`src/rtl/uart_keycode_rx_pkg.sv`:
```
// uart_keycode_pkg: shared definitions for the keycode UART receiver.
//   keyrx_state_t  : frame parser states
//   SYNC_BYTE_DEF  : default frame start marker
//   FRAME_LEN      : bytes per frame (SYNC, HI, LO, CHK)
//   keyrx_chk()    : frame checksum, SYNC ^ HI ^ LO
package uart_keycode_pkg;

   typedef enum logic [1:0] {
      IDLE,
      GET_HI,
      GET_LO,
      GET_CHK
   } keyrx_state_t;

   localparam logic [7:0]  SYNC_BYTE_DEF = 8'hA5;
   localparam int unsigned FRAME_LEN     = 4;

   function automatic logic [7:0] keyrx_chk(input logic [7:0] hi,
                                            input logic [7:0] lo,
                                            input logic [7:0] sync = SYNC_BYTE_DEF);
      return sync ^ hi ^ lo;
   endfunction

endpackage

```
`src/rtl/uart_keycode_rx_if.sv`:
```
// uart_keycode_rx_if: UART RX FIFO read port.
//   rx_empty : FIFO empty flag (FIFO -> reader)
//   r_data   : FIFO head byte, valid while rx_empty=0 (FIFO -> reader)
//   rd_uart  : pop strobe (reader -> FIFO)
// modport master : the reader that pops bytes (uart_keycode_rx)
// modport slave  : the FIFO side
interface uart_keycode_rx_if;
   logic       rx_empty;
   logic [7:0] r_data;
   logic       rd_uart;

   modport master (input rx_empty, input r_data, output rd_uart);
   modport slave  (output rx_empty, output r_data, input rd_uart);
endinterface

```
`src/rtl/uart_keycode_rx_timer.sv`:
```
// keyrx_timer: clear/enable down-counter with a one-cycle expire pulse.
//   clk, rst : clock, asynchronous active-high reset (counter -> 0)
//   clr      : reload to LIMIT (has priority over en)
//   en       : count down one step this cycle
//   expire   : high on the edge that would take the count from 1 to 0,
//              i.e. the LIMIT-th enabled cycle after a clear; suppressed by clr
// The counter parks at 0 after expiry, so expire fires once per clear.
module keyrx_timer #(
   parameter int unsigned LIMIT = 16
) (
   input  logic clk,
   input  logic rst,
   input  logic clr,
   input  logic en,
   output logic expire
);

   localparam int unsigned W = $clog2(LIMIT + 1);

   logic [W-1:0] cnt_q, cnt_d;

   always_comb begin
      cnt_d = cnt_q;
      if (clr)
         cnt_d = W'(LIMIT);
      else if (en && (cnt_q != '0))
         cnt_d = cnt_q - W'(1);
   end

   assign expire = en && !clr && (cnt_q == W'(1));

   always_ff @(posedge clk or posedge rst) begin
      if (rst)
         cnt_q <= '0;
      else
         cnt_q <= cnt_d;
   end

endmodule

```
`src/rtl/uart_keycode_rx.sv`:
```
// uart_keycode_rx: pops the UART RX FIFO and parses 4-byte keycode frames
// {SYNC_BYTE, HI, LO, CHK}, CHK = SYNC_BYTE ^ HI ^ LO.
//   clk, rst   : clock, asynchronous active-high reset
//   fifo       : RX FIFO read port (rx_empty, r_data, rd_uart)
//   keycode    : last accepted keycode {hi,lo}
//   key_valid  : one-cycle strobe, keycode just updated
//   frame_err  : one-cycle strobe, checksum mismatch or intra-frame timeout
//   err_count  : saturating count of frame_err events
//   link_ok    : remote link alive
// Optional link monitor: define UART_KEYCODE_RX_LINK_MON_EN. When enabled,
// LINK_TIMEOUT_CYCLES without an accepted frame drops link_ok and clears
// keycode; otherwise link_ok is 1 after reset and keycode is held.
module uart_keycode_rx
   import uart_keycode_pkg::*;
#(
   parameter logic [7:0]  SYNC_BYTE           = SYNC_BYTE_DEF,
   parameter int unsigned TIMEOUT_CYCLES      = 650_000,
   parameter int unsigned ERR_CNT_W           = 8,
   parameter int unsigned LINK_TIMEOUT_CYCLES = 65_000_000
) (
   input  logic                 clk,
   input  logic                 rst,
   uart_keycode_rx_if.master    fifo,
   output logic [15:0]          keycode,
   output logic                 key_valid,
   output logic                 frame_err,
   output logic [ERR_CNT_W-1:0] err_count,
   output logic                 link_ok
);

   keyrx_state_t         state_q, state_d;
   logic [7:0]           hi_q, hi_d, lo_q, lo_d;
   logic [15:0]          keycode_q, keycode_d;
   logic                 key_valid_q, key_valid_d;
   logic                 frame_err_q, frame_err_d;
   logic [ERR_CNT_W-1:0] err_count_q, err_count_d;
   logic                 link_ok_q, link_ok_d;

   logic pop, frame_ok, byte_tmo, link_tmo, link_clr, link_en;

   assign pop          = !fifo.rx_empty;
   assign fifo.rd_uart = pop;
   assign frame_ok     = pop && (state_q == GET_CHK) &&
                         (fifo.r_data == keyrx_chk(hi_q, lo_q, SYNC_BYTE));

   // Held in reload while IDLE so every frame starts with a full budget.
   keyrx_timer #(.LIMIT(TIMEOUT_CYCLES)) u_byte_tmr (
      .clk    (clk),
      .rst    (rst),
      .clr    (pop || (state_q == IDLE)),
      .en     (state_q != IDLE),
      .expire (byte_tmo)
   );

`ifdef UART_KEYCODE_RX_LINK_MON_EN
   assign link_clr = frame_ok;
   assign link_en  = 1'b1;
`else
   // Link monitor compiled out: timer held in reload, never expires.
   assign link_clr = 1'b1;
   assign link_en  = 1'b0;
`endif

   keyrx_timer #(.LIMIT(LINK_TIMEOUT_CYCLES)) u_link_tmr (
      .clk    (clk),
      .rst    (rst),
      .clr    (link_clr),
      .en     (link_en),
      .expire (link_tmo)
   );

   always_comb begin
      state_d     = state_q;
      hi_d        = hi_q;
      lo_d        = lo_q;
      keycode_d   = keycode_q;
      key_valid_d = 1'b0;
      frame_err_d = 1'b0;
      err_count_d = err_count_q;
      link_ok_d   = link_ok_q;

      // A consumed byte takes priority over a same-cycle timeout.
      if (pop) begin
         case (state_q)
            IDLE:    if (fifo.r_data == SYNC_BYTE) state_d = GET_HI;
            GET_HI:  begin hi_d = fifo.r_data; state_d = GET_LO; end
            GET_LO:  begin lo_d = fifo.r_data; state_d = GET_CHK; end
            GET_CHK: begin
               state_d = IDLE;
               if (frame_ok) begin
                  keycode_d   = {hi_q, lo_q};
                  key_valid_d = 1'b1;
               end else begin
                  frame_err_d = 1'b1;
               end
            end
            default: state_d = IDLE;
         endcase
      end else if (byte_tmo) begin
         state_d     = IDLE;
         frame_err_d = 1'b1;
      end

      if (frame_err_d && (err_count_q != '1))
         err_count_d = err_count_q + ERR_CNT_W'(1);

`ifdef UART_KEYCODE_RX_LINK_MON_EN
      if (frame_ok)
         link_ok_d = 1'b1;
      else if (link_tmo) begin
         link_ok_d = 1'b0;
         keycode_d = '0;
      end
`else
      link_ok_d = 1'b1;
      if (link_tmo)
         keycode_d = '0;
`endif
   end

   always_ff @(posedge clk or posedge rst) begin
      if (rst) begin
         state_q     <= IDLE;
         hi_q        <= '0;
         lo_q        <= '0;
         keycode_q   <= '0;
         key_valid_q <= 1'b0;
         frame_err_q <= 1'b0;
         err_count_q <= '0;
         link_ok_q   <= 1'b0;
      end else begin
         state_q     <= state_d;
         hi_q        <= hi_d;
         lo_q        <= lo_d;
         keycode_q   <= keycode_d;
         key_valid_q <= key_valid_d;
         frame_err_q <= frame_err_d;
         err_count_q <= err_count_d;
         link_ok_q   <= link_ok_d;
      end
   end

   assign keycode   = keycode_q;
   assign key_valid = key_valid_q;
   assign frame_err = frame_err_q;
   assign err_count = err_count_q;
   assign link_ok   = link_ok_q;

endmodule
```
`src/flat_wrapper.sv`:
```
// flat-port wrapper written by rule: the top's interface ports become plain ports
module uart_keycode_rx_flat import uart_keycode_pkg::*;
#(
   parameter logic [7:0]  SYNC_BYTE           = SYNC_BYTE_DEF,
   parameter int unsigned TIMEOUT_CYCLES      = 650_000,
   parameter int unsigned ERR_CNT_W           = 8,
   parameter int unsigned LINK_TIMEOUT_CYCLES = 65_000_000
)
  (clk, rst, keycode, key_valid, frame_err, err_count, link_ok, fifo_rx_empty, fifo_r_data, fifo_rd_uart);
  uart_keycode_rx_if fifo_i ();
  input  logic clk;
  input  logic rst;
  output logic [15:0] keycode;
  output logic key_valid;
  output logic frame_err;
  output logic [ERR_CNT_W-1:0] err_count;
  output logic link_ok;
  input wire logic [$bits(fifo_i.rx_empty)-1:0] fifo_rx_empty;
  input wire logic [$bits(fifo_i.r_data)-1:0] fifo_r_data;
  output wire logic [$bits(fifo_i.rd_uart)-1:0] fifo_rd_uart;
  assign fifo_i.rx_empty = fifo_rx_empty;
  assign fifo_i.r_data = fifo_r_data;
  assign fifo_rd_uart = fifo_i.rd_uart;
  uart_keycode_rx #(.SYNC_BYTE(SYNC_BYTE), .TIMEOUT_CYCLES(TIMEOUT_CYCLES), .ERR_CNT_W(ERR_CNT_W), .LINK_TIMEOUT_CYCLES(LINK_TIMEOUT_CYCLES)) u_core (.clk(clk), .rst(rst), .fifo(fifo_i), .keycode(keycode), .key_valid(key_valid), .frame_err(frame_err), .err_count(err_count), .link_ok(link_ok));
endmodule
```
`config.mk`:
```
export PLATFORM = sky130hd
export DESIGN_NAME = uart_keycode_rx_flat
export DESIGN_NICKNAME = d
export VERILOG_FILES = /design/src/rtl/uart_keycode_rx_pkg.sv /design/src/rtl/uart_keycode_rx_if.sv /design/src/rtl/uart_keycode_rx_timer.sv /design/src/rtl/uart_keycode_rx.sv /design/src/flat_wrapper.sv
export SDC_FILE = /design/constraint.sdc
export NUM_CORES = 1
export LEC_CHECK = 0
export CORE_MARGIN = 1.5
export CORE_UTILIZATION = 60
export DETAILED_ROUTE_END_ITERATION = 8
export HOLD_SLACK_MARGIN = 0.12
export PLACE_DENSITY = 0.89
export RECOVER_POWER = 100
export SLEW_MARGIN = 20
export SYNTH_ARGS = -nofsm -noshare
export SYNTH_HDL_FRONTEND = slang
export SYNTH_SLANG_ARGS = --single-unit
```
`constraint.sdc`:
```
create_clock -name clk -period 4 [get_ports clk]
set_input_delay 1 -clock clk [delete_from_list [all_inputs] [get_ports clk]]
set_output_delay 1 -clock clk [all_outputs]
set_load 0.01 [all_outputs]
```
# Word-level counts from Yosys, hierarchy flattened
# Cells that the tools add are included.
dict set report totals {
  register_bits 65
  input_bits 11
  word_cells 53
}
dict set report op_classes {
  add_sub_neg 2
  n_eq_ne 9
  n_mux 13
  bitwise_logic 3
  n_reduce_logical 17
}
# op n
set op_table {}
lappend op_table {{two-way mux 20 bit} 2}
lappend op_table {{== test 20 x 1 -> 1 bit, second input constant} 1}
lappend op_table {{nonzero test 20 bit} 1}
lappend op_table {{subtractor 20 x 1 -> 20 bit, second input constant} 1}
lappend op_table {{adder 8 x 1 -> 8 bit, second input constant} 1}
lappend op_table {{== test 8 bit} 1}
lappend op_table {{== test 8 bit, second input constant} 1}
lappend op_table {{!= test 8 bit, second input constant} 1}
lappend op_table {{case mux 2 bit (4 select lines)} 1}
lappend op_table {{XOR 8 bit} 1}
lappend op_table {{two-way mux 1 bit} 7}
lappend op_table {{logical AND 1 bit} 6}
lappend op_table {{two-way mux 2 bit} 3}
lappend op_table {{AND reduction 2 bit} 3}
lappend op_table {{== test 2 bit, second input constant} 2}
lappend op_table {{NOT 4 bit} 1}
lappend op_table {{nonzero test 2 bit} 2}
lappend op_table {{!= test 3 bit, second input constant} 1}
lappend op_table {{AND reduction 3 bit} 1}
lappend op_table {{== test 2 x 1 -> 1 bit, second input constant} 1}
lappend op_table {{logical NOT 1 bit} 2}
lappend op_table {{logical NOT 2 bit} 1}
lappend op_table {{!= test 2 x 1 -> 1 bit, second input constant} 1}
lappend op_table {{logical OR 1 bit} 1}
lappend op_table {{NOT 1 bit} 1}

# Depth between registers and ports, before layout
# Gate-level depths: netlist of run 1.
dict set report logic_depth {
  depth_word 8
  ltp_mapped 8
  depth_no_buf 7
}

# By module
# A second synthesis of run 1 with hierarchy kept.
dict set report unflattened {
  cells_unflattened 451
  hier_area_um2 4959.8
}
# module n_inst cells_each area_per_inst_um2 seq_area_each_um2
set modules_own_cells {}
lappend modules_own_cells {uart_keycode_rx 1 167 2189.6 1126.1}
lappend modules_own_cells {{keyrx_timer (u_core.u_link_tmr)} 1 160 1576.5 650.6}
lappend modules_own_cells {{keyrx_timer (u_core.u_byte_tmr)} 1 124 1193.6 500.5}

# Worst setup path before layout of run 1
# Ideal clock, no wire load.
dict set report synth_path {
  path_kind {input -> register}
  start {in fifo_r_data[0]}
  end {reg u_core.err_count_q[1] (netlist: u_core.err_count[1])}
  arrival_time_ns 2.416
  t_required_ns 3.875
  setup_slack_ns 1.459
  path_stages 5
  n_path_buf 0
  cell_sequence {xnor3_1 nor4_4 a21oi_2 o21ai_1 mux2_2}
}
dict set report synth_via {
  elab_chain_cells 6
}
# item line_no
set synth_lines {}
lappend synth_lines {{from (decl)} flat_wrapper.sv:19} ;# input wire logic [$bits(fifo_i.r_data)-1:0] fifo_r_data;
lappend synth_lines {{== test 8 bit} uart_keycode_rx.sv:44} ;# (fifo.r_data == keyrx_chk(hi_q, lo_q, SYNC_BYTE));
lappend synth_lines {{logical AND 1 bit} uart_keycode_rx.sv:43} ;# assign frame_ok = pop && (state_q == GET_CHK) &&
lappend synth_lines {{two-way mux 1 bit} uart_keycode_rx.sv:90} ;# if (frame_ok) begin
lappend synth_lines {{two-way mux 1 bit} uart_keycode_rx.sv:84} ;# case (state_q)
lappend synth_lines {{two-way mux 1 bit} uart_keycode_rx.sv:83} ;# if (pop) begin
lappend synth_lines {{logical AND 1 bit} uart_keycode_rx.sv:104} ;# if (frame_err_d && (err_count_q != '1))
lappend synth_lines {{to (signal assigned)} uart_keycode_rx.sv:138} ;# err_count_q <= err_count_d;
lappend synth_lines {{to (decl)} uart_keycode_rx.sv:36} ;# logic [ERR_CNT_W-1:0] err_count_q, err_count_d;
# No other way between the ends.
# A chain may end at the register's enable or synchronous reset.

# Worst setup path in the final report of run 1
# Ends and elaborated chain as after synthesis.

==> metrics.txt, run 1 <==
CTS hold repair buffers 0; synthesis-to-finish area growth 17.4%; Rows 26; Synth area leader dfrtp_1; Max-Cap Viols 1; Tightest Pin Transition 1.51 ns; Crit-path slowest cell dlygate4sd3_1; top layer in use met4; vias in the first global route 2312; Worst Setup SP fifo_r_data[0]; Synth Instances 261; Rel. slew slack -0.943%; combinational fraction of design power 34.4%; f_max 288 MHz; Critical Path Max Stage Delay 0.68 ns; clk sinks 65; hold slack 0.501 ns; layout cells sized above 1 15.1%; min-delay worst type reg2reg; Clock Power Share 22.0%; Root Buffer clkbuf_8; LEAKAGE 0.00175 uW; IO Pins 39; Post-synth ARST share 100%; Hold Crit Start u_core.keycode[4]$_DFFE_PP0P_; clock latency on the worst-skew pair 0.34 ns; met1 wire length 3040 microns; Sw Share 34.4%; RSZ-0062 raised after global routing false; residual DRC count 0; Setup WS pre-CTS 0.686 ns; PostCTS Resize Cnt 0; chain of cells forming the critical path dlygate4sd3_1 > xnor3_1 > nor4_1 > a21oi_2 > o21ai_0 > mux2_2; maximum number of pins on one net before global-route repair 29; # diodes 0; Synth Register Bits 65; TritonCTS clock tree done; Port Buffer Count 38; Die Area 0.00586 sq mm; R2R Path End u_core.err_count[1]$_DFFE_PP0P_; final worst slack 0.523 ns; critical path required time 4.22 ns; syn_nets 280; met3 WL 288 microns; Synth cell types 46; Final Hold Viols 0; Flop pwr share 43.7%; Sw Pwr 761 uW; Internal 1450 uW; Max Slew Vio Count 29; Core Area 0.00517 sq mm; Worst Hold Path EP u_core.keycode[4]$_DFFE_PP0P_; Top FF cell, synth dfrtp_1; DRT antenna net count 0; failing checks capacitance limit, slew limit; Worst R2R Path Depth 8; FF-to-FF Start u_core.state_q[0]$_DFFE_PP0P_; Die Ht 76.6 microns; post-synthesis sequential area ratio 50.1%; crit path capture type flop; H-tree depth 3; hpwl dp 4530 microns; Die Width 76.6 microns; Fin Setup TNS 0 ns; Final min period 3.48 ns; post-CTS setup buffer count 0; DRT Wirelength 6870 microns; dominant cells by area after synthesis dfrtp_1 50%, mux2_2 9.4%, mux2_4 4.2%; Detailed Routing Iterations Pass 1 4; DR WL met2 3410 microns; via count normalized by instance count 5.87; Syn Std Cell Area 0.00325 sq mm; average size of a mapped cell 12.4 sq um; crit path kind in2reg; Post-synth EDFFs 0; Max Root-Sink Buffers 2; status complete, but fails checks; reg-to-reg slack, setup 1.24 ns; fillers 327; # setup viols final 0; grt total ovfl 0; top-area cell type share of the netlist area 50.1%; Critical Path AT 3.70 ns; initial antenna violation count 0; nets 325; Wirelength per Cell 18.0 microns; Num CTS Buffers 9; drt initial violations 189; clk slew on worst S/H paths 0.07 ns; Period Utilization, post-route 86.9%; Final Util 73.7%; worst-path fanout max 8; clk_skew 0.0122 ns; global-route wire length before repair 11700 microns; vias post-DR 2235; Setup crit start kind primary input; Initial Util 62.8%; gpl congestion 0.826; Yosys warnings 0; total track usage 26.1%; Power Density 580 mW/mm^2; WHS Path Cells 1; Peak VDD IR 395 uV
-- worst max-delay path: cells and delay by family --
kind            cells  cell delay, ns
simple gates        1            0.68
xor+xnor            1            0.37
compound gates      2            0.59
buf+inv             1            0.68
mux                 1            0.38
-- layout by cell type (no fill, tap or decap), types with 7 or more instances in the layout --
master	instances
nand3_1	9
mux2_1	11
a21oi_1	8
mux2_2	25
clkbuf_8	10
clkdlybuf4s50_1	7
o21ai_0	17
dlygate4sd3_1	31
dfrtp_1	65
inv_1	9
or3_1	14
nand2_1	11
ha_1	8
-- layer usage --
| layer | vias to the layer above | track usage (%) |
|---|---|---|
| met1 | 1113 | 34.2 |
| met4 | 0 | 11.7 |
| met2 | 64 | 42.6 |
| li1 | 1048 | - |
| met5 | - | 0 |
| met3 | 10 | 4.91 |
-- sequential cells by signal, indices dropped and copies added (netlist names) --
name / count
u_core.lo_q: 8
u_core.link_ok: 1
u_core.hi_q: 8
u_core.keycode: 16
u_core.frame_err: 1
u_core.key_valid: 1
u_core.err_count: 8
u_core.u_byte_tmr.cnt_q: 20
u_core.state_q: 2
-- how the worst max path moves through the flow --
stage | endpoint | slack (ns) | cells after the start
2_1_floorplan | u_core.err_count[0]$_DFFE_PP0P_ | 1.37 | 1
3_3_place_gp | fifo_rd_uart | 0.74 | 3
3_5_place_dp | u_core.keycode[0]$_DFFE_PP0P_ | 0.69 | 5
4_1_cts | fifo_rd_uart | 0.74 | 3
5_1_grt | u_core.err_count[1]$_DFFE_PP0P_ | 0.37 | 6
6_report | u_core.err_count[1]$_DFFE_PP0P_ | 0.52 | 6
-- stage by stage --
stage / cells / power (uW) / instance area, sq um
5_1_grt: 381 / 2340 / 3810
4_1_cts: 381 / 2280 / 3870
2_1_floorplan: 261 / 1540 / 3250
6_report: 381 / 2210 / 3810
3_5_place_dp: 365 / 1780 / 3700
3_3_place_gp: 365 / 1730 / 3700
-- cells in the mapped netlist, drive strengths merged, types with 2 or more instances --
| master | n |
|---|---|
| nor4 | 6 |
| nand4b | 3 |
| xor2 | 4 |
| mux2 | 36 |
| ha | 8 |
| a21oi | 9 |
| nor2b | 4 |
| and4 | 5 |
| nand2b | 3 |
| nor2 | 5 |
| nand3 | 9 |
| nand2 | 11 |
| xor3 | 4 |
| nand4 | 6 |
| nor3 | 5 |
| o211ai | 2 |
| or4 | 2 |
| a31oi | 2 |
| buf | 3 |
| or2 | 2 |
| inv | 9 |
| or3 | 14 |
| o21ai | 17 |
| dfrtp | 65 |
| xnor2 | 4 |
| nand3b | 2 |
| and3 | 4 |
| clkbuf | 4 |
| xnor3 | 4 |
-- layout make-up --
cell class	count	area [sq um]	area share (%)
repair buffers	41	392	10.3
well taps	70	87.6	2.30
multi-input cells	180	1500	39.4
inverters	9	33.8	0.886
flip-flops and latches	65	1630	42.7
clock inverters	6	33.8	0.886
clock buffers	10	138	3.61
-- power by group through the flow --
stage | Combinational [uW] | Sequential (uW) | Clock [uW]
2_1_floorplan | 600 | 944 | 0
3_3_place_gp | 775 | 959 | 0
3_5_place_dp | 803 | 972 | 0
4_1_cts | 819 | 964 | 494
5_1_grt | 831 | 989 | 522
6_report | 760 | 965 | 486
-- cell families (layout without fill, tap and decap cells) --
group / count (synthesis) / after routing / share of synthesized area, %
multiplexers: 36 / 36 / 13.5
flip-flops: 65 / 65 / 50.1
AND/OR/NAND/NOR: 84 / 84 / 17.0
adder cells (fa/ha/maj): 8 / 8 / 3.08
XOR/XNOR: 16 / 16 / 7.86
AO/OA/AOI/OAI: 35 / 35 / 6.20
other: 1 / 1 / 0.115
buffers and inverters: 16 / 66 / 2.16
(Power assumes the default switching activity.)
==> inputs of run 2 (changes only) <==
- CTS_CLUSTER_DIAMETER: not set -> 40
- PLACE_DENSITY: 0.89 -> 0.85
==> metrics.txt, run 2 (synthesis gave the netlist of run 1 again) <==
status completed; met3 WL 323 microns; Peak VDD IR 360 uV; Cell Count, Final, Fillers Out 380; synthesis-to-finish area growth 19.1%; Rows 26; placed instance count 364; DRT antenna net count 0; Setup crit start kind primary input; crit path capture type output pin; commonest non-fill, non-tap cells in the layout 65 x dfrtp_1, 31 x dlygate4sd3_1, 26 x mux2_2; Die Width 76.6 microns; Num CTS Buffers 9; clock latency on the worst-skew pair 0.34 ns; gpl congestion 0.848; Die Ht 76.6 microns; Root Buffer clkbuf_8; Max Slew Vio Count 0; # diodes 0; initial antenna violation count 0; max FFs per register 20; placed cell areas 0.00369 sq mm; commonest non-fill, non-tap cell in the layout dfrtp_1; Setup WS pre-CTS 0.656 ns; combinational fraction of design power 32.4%; critical path required time 3.00 ns; drt initial violations 259; maximum number of pins on one net before global-route repair 46; Rel. slew slack 28.8%; DR WL met2 3280 microns; crit path kind in2out; Biggest register u_core.u_byte_tmr.cnt_q; grt total ovfl 0; Clock Power Share 26.8%; vias in the first global route 2255; vias post-DR 2298; global-route wire length before repair 11200 microns; Wirelength per Cell 17.6 microns; Period Utilization, post-route 85.6%; Port Buffer Count 38; DRT Wirelength 6700 microns; hpwl dp 4510 microns; Fin Setup TNS 0 ns; nets 324; CTS hold repair buffers 0; Tightest Pin Transition 1.07 ns; met1 wire length 2920 microns; IO Pins 39; worst-path fanout max 5; layout cells sized above 1 15.8%; Max Root-Sink Buffers 2; Initial Util 62.8%; Critical Path AT 2.42 ns; # setup viols final 0; Sw Share 32.1%; min-delay worst type reg2reg; TritonCTS clock tree done; LEAKAGE 0.00178 uW; final worst slack 0.576 ns; clk slew on worst S/H paths 0.06 ns; Detailed Routing Iterations Pass 1 5; via count normalized by instance count 6.05; H-tree depth 3; clk sinks 65; Flop pwr share 40.8%; Internal 1600 uW; Die Area 0.00586 sq mm; post-CTS setup buffer count 0; Sw Pwr 755 uW; top layer in use met4; clk_skew 0.00697 ns; Final min period 3.42 ns; f_max 292 MHz; residual DRC count 0; Max-Cap Viols 0; RSZ-0062 raised after global routing false; post-route cell area 0.00387 sq mm; Final Hold Viols 0; PostCTS Resize Cnt 0; Power Density 608 mW/mm^2; total track usage 25.1%; Core Area 0.00517 sq mm
==> run 2: changes by cell type in the layout (fill, tap and decap cells not counted), sizes merged <==
cell,before,now
clkinv,6,2
bufinv,0,2
clkinvlp,0,1
==> run 2: area by class of cell <==
type | instances | area, sq um
Tap cell | 70 | 87.6
Timing Repair Buffer | 40 | 389
Inverter | 9 | 33.8
Clock inverter | 5 | 77.6
Multi-Input combinational cell | 180 | 1500
Sequential cell | 65 | 1630
Fill cell | 341 | 1300
Clock buffer | 11 | 151
==> run 2: metrics by stage <==
stage,power [uW],util (%),hold WS (ns)
finish,2350,74.8,0.498
global route,2490,74.8,0.521
CTS,2420,75.9,0.517
detailed placement,1780,71.4,0.500
global placement,1740,71.4,0.492
floorplan,1540,-,0.479
==> run 2: power by group through the flow <==
stage / Clock [uW] / Combinational (uW) / Sequential, uW
global route: 668 / 835 / 984
finish: 629 / 762 / 960
CTS: 640 / 823 / 960
floorplan: 0 / 600 / 944
global placement: 0 / 782 / 959
detailed placement: 0 / 811 / 971
==> run 2: worst max-delay path, cell delays in order <==
cell and delay [ns]:
dlygate4sd3_1 0.60, inv_1 0.19, dlygate4sd3_1 0.64
==> run 2: metal layers <==
metal,global-route usage (%),up-vias
met5,0,-
met1,34.1,1155
met3,5.27,18
li1,-,1052
met4,10.6,0
met2,39.6,73
==> run 2: worst paths after layout <==
path	start	end	slack [ns]	cells after the start
min in group asynchronous	rst	u_core.u_byte_tmr.cnt_q[4]$_DFFE_PP0P_	1.25	2
worst max-delay path	fifo_rx_empty	fifo_rd_uart	0.58	3
worst min-delay path	u_core.keycode[1]$_DFFE_PP0P_	u_core.keycode[1]$_DFFE_PP0P_	0.50	1
worst max register to register	u_core.state_q[0]$_DFFE_PP0P_	u_core.err_count[1]$_DFFE_PP0P_	1.30	8
worst min register to register	u_core.keycode[1]$_DFFE_PP0P_	u_core.keycode[1]$_DFFE_PP0P_	0.50	1
max in group asynchronous	rst	u_core.lo_q[6]$_DFFE_PP0P_	1.22	3
